### src/rtl/full_adder.sv
// One-bit full adder cell used at every position of the partial-product array.
// A half-adder position is this cell with cin tied low.
module full_adder (
    input  logic x,
    input  logic y,
    input  logic cin,
    output logic s,
    output logic cout
);

    assign s    = x ^ y ^ cin;
    assign cout = (x & y) | (cin & (x ^ y));

endmodule

### src/rtl/par_array_mult.sv
// Two-stage unsigned N x N array multiplier: operand registers feed a ripple-per-row
// AND/full-adder array, whose 2N-bit result is registered into z one edge later.
module par_array_mult #(
    parameter int N = 8
) (
    input  logic             clk,
    input  logic             rst_n,
    input  logic             in_valid,
    input  logic [N-1:0]     a,
    input  logic [N-1:0]     b,
    output logic             out_valid,
    output logic [2*N-1:0]   z
);

    logic [N-1:0]   a_q, a_d;
    logic [N-1:0]   b_q, b_d;
    logic           v1_q, v2_q;
    logic [2*N-1:0] z_q, z_d;
    logic [2*N-1:0] prod;

    // Row i adds partial product (a_q & b_q[i]) to the upper N bits of row i-1.
    // Bit 0 of each row is final product bit i; row N-1 also yields the top N bits.
    for (genvar i = 0; i < N; i++) begin : g_row
        logic [N:0] acc;

        if (i == 0) begin : g_first
            assign acc = {1'b0, a_q & {N{b_q[0]}}};
        end else begin : g_add
            for (genvar j = 0; j < N; j++) begin : g_cell
                logic ci;
                logic co;
                logic s;

                if (j == 0) begin : g_half
                    assign ci = 1'b0;
                end else begin : g_full
                    assign ci = g_cell[j-1].co;
                end

                full_adder u_fa (
                    .x    (g_row[i-1].acc[j+1]),
                    .y    (a_q[j] & b_q[i]),
                    .cin  (ci),
                    .s    (s),
                    .cout (co)
                );

                assign acc[j] = s;
            end
            assign acc[N] = g_cell[N-1].co;
        end

        assign prod[i] = acc[0];
    end

    assign prod[2*N-1:N] = g_row[N-1].acc[N:1];

    // NOTE: every next-state value gets an explicit hold default so no latch is inferred.
    always_comb begin
        a_d = a_q;
        b_d = b_q;
        z_d = z_q;
        if (in_valid) begin
            a_d = a;
            b_d = b;
        end
        if (v1_q) begin
            z_d = prod;
        end
    end

    // NOTE: sequential state uses non-blocking assignments so all registers update together.
    always_ff @(posedge clk or negedge rst_n) begin
        if (!rst_n) begin
            a_q  <= '0;
            b_q  <= '0;
            v1_q <= 1'b0;
            v2_q <= 1'b0;
            z_q  <= '0;
        end else begin
            a_q  <= a_d;
            b_q  <= b_d;
            v1_q <= in_valid;
            v2_q <= v1_q;
            z_q  <= z_d;
        end
    end

    assign out_valid = v2_q;
    assign z         = z_q;

endmodule

### config.mk
export PLATFORM = sky130hd
export DESIGN_NAME = par_array_mult
export DESIGN_NICKNAME = d
export VERILOG_FILES = /design/src/rtl/full_adder.sv /design/src/rtl/par_array_mult.sv
export SDC_FILE = /design/constraint.sdc
export NUM_CORES = 1
export LEC_CHECK = 0
export ABC_AREA = 1
export BUFFER_PORTS_ARGS = -buffer_cell sky130_fd_sc_hd__buf_2
export CAP_MARGIN = 20
export CELL_PAD_IN_SITES_DETAIL_PLACEMENT = 0
export CELL_PAD_IN_SITES_GLOBAL_PLACEMENT = 1
export CORE_ASPECT_RATIO = 1.1
export CORE_UTILIZATION = 40
export DETAILED_ROUTE_END_ITERATION = 10
export PLACE_DENSITY = 0.72
export SLEW_MARGIN = 20
export SYNTH_ARGS = -nofsm -noshare
export SYNTH_HDL_FRONTEND = slang
export SYNTH_HIERARCHICAL = 1
export SYNTH_SLANG_ARGS = --single-unit
export TNS_END_PERCENT = 30
### constraint.sdc
create_clock -name clk -period 17.6 [get_ports clk]
set_input_delay 1.76 -clock clk [delete_from_list [all_inputs] [get_ports clk]]
set_output_delay 1.76 -clock clk [all_outputs]
set_load 0.02 [all_outputs]
# Word level (Yosys, flattened, before mapping)
# Index checks and enable logic that the tools add are counted.
[totals]
reg_bits = 34
output_inout_bits = 17
[classes]
bitwise = 313
[op_table]
columns = ["op", "count"]
rows = [
  ["$and 1x1->1", 160],
  ["$xor 1x1->1", 104],
  ["$or 1x1->1", 48],
  ["$and 8x8->8", 1],
]

# Depth between registers and ports, before layout
[logic_depth]
depth_word = 40
mapped_depth = 25

# Modules after synthesis
# Netlist, hierarchy kept.
[modules_own_cells]
columns = ["module", "instances", "cells_per_inst", "area_per_inst_um2"]
rows = [
  ["par_array_mult", 1, 281, 1916.8],
  ["full_adder", 56, 1, 20.0],
]

# Worst setup path after synthesis
# Ideal clock, no wire load.
[synth_timing]
kind = "register -> register"
from = "register b_q[1]"
to = "register z_q[14] (netlist: z[14])"
setup_time_ns = 0.117
arrival_ns = 9.044
t_required_ns = 17.483
setup_slack_ns = 8.439
path_stages_with_launch = 26
n_path_buf = 1
period_less_slack_ns = 9.161
cell_sequence = "dfrtp_1 buf_2 nand2_1 inv_1 fa_1 fa_1 fa_1 fa_1 fa_1 fa_1 fa_1 fa_1 fa_1 fa_1 fa_1 fa_1 fa_1 fa_1 fa_1 fa_1 fa_1 fa_1 fa_1 fa_1 nand2_1 nand2_1"
[synth_via]
elab_chain_cells = 39
[synth_lines]
columns = ["element", "line_no", "text"]
rows = [
  ["from (decl)", "par_array_mult.sv:16", "logic [N-1:0] b_q, b_d;"],
  ["from (signal assigned)", "par_array_mult.sv:76", "b_q <= '0;"],
  ["from (signal assigned)", "par_array_mult.sv:82", "b_q <= b_d;"],
  ["$and 1x1->1 (*)", "par_array_mult.sv:42", ".y (a_q[j] & b_q[i]),"],
  ["$and 1x1->1 (*)", "full_adder.sv:12", "assign cout = (x & y) | (cin & (x ^ y));"],
  ["named net g_row[1].g_add.g_cell[0].co", "par_array_mult.sv:31", "logic co;"],
  ["$and 1x1->1 (*)", "full_adder.sv:12", ""],
  ["$or 1x1->1 (*)", "full_adder.sv:12", ""],
  ["named net g_row[1].g_add.g_cell[1].co", "par_array_mult.sv:31", ""],
  ["$and 1x1->1 (*)", "full_adder.sv:12", ""],
  ["$or 1x1->1 (*)", "full_adder.sv:12", ""],
  ["named net g_row[1].g_add.g_cell[2].co", "par_array_mult.sv:31", ""],
  ["(+2 left out)", "-", ""],
  ["named net g_row[1].g_add.g_cell[3].co", "par_array_mult.sv:31", ""],
  ["(+2 left out)", "-", ""],
  ["named net g_row[1].g_add.g_cell[4].co", "par_array_mult.sv:31", ""],
  ["(+2 left out)", "-", ""],
  ["named net g_row[1].g_add.g_cell[5].co", "par_array_mult.sv:31", ""],
  ["(+2 left out)", "-", ""],
  ["named net g_row[1].g_add.g_cell[6].co", "par_array_mult.sv:31", ""],
  ["(+1 left out)", "-", ""],
  ["named net g_row[1].g_add.g_cell[7].s", "par_array_mult.sv:32", "logic s;"],
  ["(+3 left out)", "-", ""],
  ["named net g_row[2].g_add.g_cell[6].co", "par_array_mult.sv:31", ""],
  ["(+1 left out)", "-", ""],
  ["named net g_row[2].g_add.g_cell[7].s", "par_array_mult.sv:32", ""],
  ["(+3 left out)", "-", ""],
  ["named net g_row[3].g_add.g_cell[6].co", "par_array_mult.sv:31", ""],
  ["(+1 left out)", "-", ""],
  ["named net g_row[3].g_add.g_cell[7].s", "par_array_mult.sv:32", ""],
  ["(+3 left out)", "-", ""],
  ["named net g_row[4].g_add.g_cell[6].co", "par_array_mult.sv:31", ""],
  ["(+1 left out)", "-", ""],
  ["named net g_row[4].g_add.g_cell[7].s", "par_array_mult.sv:32", ""],
  ["(+3 left out)", "-", ""],
  ["named net g_row[5].g_add.g_cell[6].co", "par_array_mult.sv:31", ""],
  ["(+1 left out)", "-", ""],
  ["named net g_row[5].g_add.g_cell[7].s", "par_array_mult.sv:32", ""],
  ["(+3 left out)", "-", ""],
  ["named net g_row[6].g_add.g_cell[6].co", "par_array_mult.sv:31", ""],
  ["$xor 1x1->1 (*)", "full_adder.sv:11", "assign s = x ^ y ^ cin;"],
  ["named net g_row[6].g_add.g_cell[7].s", "par_array_mult.sv:32", ""],
  ["$xor 1x1->1", "full_adder.sv:12", ""],
  ["$and 1x1->1", "full_adder.sv:12", ""],
  ["$or 1x1->1 (*)", "full_adder.sv:12", ""],
  ["named net g_row[7].g_add.g_cell[6].co", "par_array_mult.sv:31", ""],
  ["$xor 1x1->1 (*)", "full_adder.sv:11", ""],
  ["named net g_row[7].g_add.g_cell[7].s", "par_array_mult.sv:32", ""],
  ["to (signal assigned)", "par_array_mult.sv:85", "z_q <= z_d;"],
  ["to (decl)", "par_array_mult.sv:18", "logic [2*N-1:0] z_q, z_d;"],
]
# Mark *: on every way through the listed nets, which the timed path passes. The rest lies on a longest branch.
# A chain may end at the register's enable or synchronous reset.

# Final worst setup path
[layout_timing]
from = "register b_q[1]"
to = "register z_q[14] (netlist: z[14])"
[layout_rtl]
columns = ["element", "line_no"]
rows = [
  ["$and 1x1->1 (*)", "par_array_mult.sv:42"],
  ["$and 1x1->1 (*)", "full_adder.sv:12"],
  ["named net g_row[1].g_add.g_cell[0].co", "par_array_mult.sv:31"],
  ["$xor 1x1->1 (*)", "full_adder.sv:11"],
  ["named net g_row[1].g_add.g_cell[1].s", "par_array_mult.sv:32"],
  ["$and 1x1->1 (*)", "full_adder.sv:12"],
  ["named net g_row[2].g_add.g_cell[0].co", "par_array_mult.sv:31"],
  ["$xor 1x1->1 (*)", "full_adder.sv:11"],
  ["named net g_row[2].g_add.g_cell[1].s", "par_array_mult.sv:32"],
  ["(+1 left out)", "-"],
  ["named net g_row[3].g_add.g_cell[0].co", "par_array_mult.sv:31"],
  ["(+1 left out)", "-"],
  ["named net g_row[3].g_add.g_cell[1].s", "par_array_mult.sv:32"],
  ["(+1 left out)", "-"],
  ["named net g_row[4].g_add.g_cell[0].co", "par_array_mult.sv:31"],
  ["(+2 left out)", "-"],
  ["named net g_row[4].g_add.g_cell[1].co", "par_array_mult.sv:31"],
  ["(+2 left out)", "-"],
  ["named net g_row[4].g_add.g_cell[2].co", "par_array_mult.sv:31"],
  ["(+1 left out)", "-"],
  ["named net g_row[4].g_add.g_cell[3].s", "par_array_mult.sv:32"],
  ["(+3 left out)", "-"],
  ["named net g_row[5].g_add.g_cell[2].co", "par_array_mult.sv:31"],
  ["(+1 left out)", "-"],
  ["named net g_row[5].g_add.g_cell[3].s", "par_array_mult.sv:32"],
  ["(+3 left out)", "-"],
  ["named net g_row[6].g_add.g_cell[2].co", "par_array_mult.sv:31"],
  ["(+2 left out)", "-"],
  ["named net g_row[6].g_add.g_cell[3].co", "par_array_mult.sv:31"],
  ["(+2 left out)", "-"],
  ["named net g_row[6].g_add.g_cell[4].co", "par_array_mult.sv:31"],
  ["(+2 left out)", "-"],
  ["named net g_row[6].g_add.g_cell[5].co", "par_array_mult.sv:31"],
  ["(+2 left out)", "-"],
  ["named net g_row[6].g_add.g_cell[6].co", "par_array_mult.sv:31"],
  ["$xor 1x1->1 (*)", "full_adder.sv:11"],
  ["named net g_row[6].g_add.g_cell[7].s", "par_array_mult.sv:32"],
  ["$xor 1x1->1", "full_adder.sv:12"],
  ["$and 1x1->1", "full_adder.sv:12"],
  ["$or 1x1->1 (*)", "full_adder.sv:12"],
  ["named net g_row[7].g_add.g_cell[6].co", "par_array_mult.sv:31"],
  ["$xor 1x1->1 (*)", "full_adder.sv:11"],
  ["named net g_row[7].g_add.g_cell[7].s", "par_array_mult.sv:32"],
]
# Marked as above.

==> results_dict.tcl <==
set metrics [dict create \
    slew_headroom 0.4911 \
    synth-seq-cells 34 \
    slew_violations 0 \
    min_to "z[2]" \
    reg2reg_from "b_q[1]" \
    die_x_um 85.09 \
    cts_tree "built" \
    grt_antenna_before_repair 0 \
    via_per_inst 4.393 \
    die-area_sq_um 7947 \
    dieHeight_um 93.40 \
    holdPathStages 2 \
    antenna_left 0 \
    path_class "register to register" \
    syn_area_sq_um 3038 \
    fillers 755 \
    grt_max_degree 35 \
    fp.coreArea_sq_um 7167 \
    rsz0062_at_grt "false" \
    wirelength_um 4912 \
    fin_crit_ns 9.565 \
    synth_cell_type_count 13 \
    vias 1977 \
    multiInputGateArea_sq_um 1759 \
    ir_worst_vdd_v 0.00004878 \
    ys_seq_area_frac 0.2801 \
    worstMarginPinSlew_ns 0.7633 \
    grt_pass1_vias 1958 \
    design_area_sq_um 3258 \
    status "complete, no violations" \
    synth.largest_area_cell "fa_1" \
    synth_top_area_frac 0.3690 \
    p_leak_nw 2.116 \
    post_drt_wl_per_cell_um 10.92 \
    fp-row-count 32 \
    final-seq-area_sq_um 850.8 \
    globalRouteOverflowTotal 0 \
    endpoint_kind "register" \
    port_buffers 35 \
    synth_area_leaders "fa_1, dfrtp_1, nand2_1, inv_1, buf_6" \
    numCtsBuffers 5 \
    cts_max_level 2 \
    drt_iter0_drc 55 \
    ys_warn_count 6 \
    cp_max_fo 9 \
    start_kind "register" \
    cts_resized 0 \
    power_density_nw_per_um2 149.4 \
    num_antenna_cells 0 \
    clock-sinks 34 \
    cts-root-buf "clkbuf_8" \
    syn_inst 337 \
    initial_core_util 0.4239 \
    hp-start "z[2]" \
    layout_worst_path_cycle_share 0.5435 \
    dr.pass1.iters 4 \
    ff2ff_setup_slack_ns 8.04 \
    setup_ws_ns 8.035 \
    io_pins 36 \
    dp_slack_ns 7.998 \
    whs_ns 0.4654 \
    final_nets 439 \
    reg2reg_depth 24 \
    reg2reg_to "z[14]" \
    cts_buffer_depth 2 \
    fmax_mhz 104.6 \
    holdBufCountCts 0 \
    setup_viol 0 \
    syn_area_per_cell_sq_um 9.015 \
    drc_errors 0 \
    path_clk_slew_ns 0.07 \
    dpl.hpwl_um 4093 \
    grt_pass1_wl_um 8818 \
    placed_area_sq_um 3148 \
    gp_congestion 0.7452 \
    grt_usage 0.1436 \
    post_cts_buffers 0 \
    tns_ns 0 \
    area_growth_pct 7.249 \
    hold_viol 0 \
    drv_cap 0 \
    drive_gt1_frac 0.1342 \
    hp-class "register to register" \
    clk_latency_ns 0.29 \
    cp.arrival_ns 9.79 \
    critPathRequiredTime_ns 17.83 \
    fin_skew_ns 0.008816 \
]
worst max-delay path, cell delays in order, from the launching register on:
cell,delay [ns]
dfrtp_1,0.48
nand2_1,0.11
inv_1,0.06
fa_1,0.43
fa_1,0.47
fa_1,0.42
fa_1,0.48
fa_1,0.42
fa_1,0.47
fa_1,0.42
fa_1,0.39
fa_1,0.40
fa_1,0.47
fa_1,0.42
fa_1,0.48
fa_1,0.43
fa_1,0.40
fa_1,0.39
fa_1,0.38
fa_1,0.40
fa_1,0.47
fa_1,0.41
fa_1,0.54
nand2_1,0.07
nand2_1,0.10
power by group:
part           leakage (nW)  internal [mW]  switching [mW]  total, mW
sequential            0.417         0.0987          0.0165      0.115
combinational          1.64          0.140           0.164      0.304
clock                0.0575         0.0395          0.0282     0.0677
synthesized netlist by cell type:
master,number
nand3_1,1
buf_6,11
conb_1,1
nand2_1,154
buf_2,9
buf_8,1
inv_1,63
inv_6,1
inv_8,1
dfrtp_1,34
fa_1,56
nand2_2,4
clkbuf_8,1
cell families after synthesis:
family / count (synthesis) / synth area share
AND/OR/NAND/NOR: 159 / 0.2002
adder cells (fa/ha/maj): 56 / 0.3690
other: 1 / 0.001234
flip-flops: 34 / 0.2801
buffers and inverters: 87 / 0.1495
area by class of cell:
| cell class | instances | share of cell area |
|---|---|---|
| Timing Repair Buffer | 35 | 0.05376 |
| Multi-Input combinational cell | 223 | 0.5399 |
| Clock buffer | 8 | 0.03379 |
| Tap cell | 85 | 0.03264 |
| Sequential cell | 34 | 0.2611 |
| Inverter | 65 | 0.07873 |
routing by layer:
layer	vias up	global-route usage	share of wire
met5	-	0	0
met4	0	0.05085	0.015
met3	7	0.02471	0.044
met2	36	0.2594	0.51
met1	958	0.1719	0.43
li1	976	-	-
through the flow:
step           total power [mW]    util  std cells
6_report                 0.4868  0.4546        450
5_1_grt                  0.5528  0.4546        450
4_1_cts                  0.5017  0.4546        450
3_5_place_dp             0.4297  0.4392        442
3_3_place_gp             0.4215  0.4392        442
2_1_floorplan            0.3603       -        344
cell usage in the layout (no fill, tap or decap):
cell type  count
buf_2         35
clkbuf_8       8
conb_1         8
dfrtp_1       34
fa_1          56
inv_1         63
inv_6          1
inv_8          1
nand2_1      154
nand2_2        4
nand3_1        1
worst max path at each step:
stage	end	depth (start not counted)	startpoint
floorplan	z[14]	25	b_q[1]
global placement	z[14]	24	b_q[1]
detailed placement	z[14]	24	b_q[1]
CTS	z[14]	24	b_q[1]
global route	z[14]	24	b_q[1]
finish	z[14]	24	b_q[1]
registers in the layout, indices dropped and copies added (netlist names):
| signal | cells |
|---|---|
| a_q | 8 |
| out_valid | 1 |
| z | 16 |
| v1_q | 1 |
| b_q | 8 |
(Power assumes the default switching activity.)
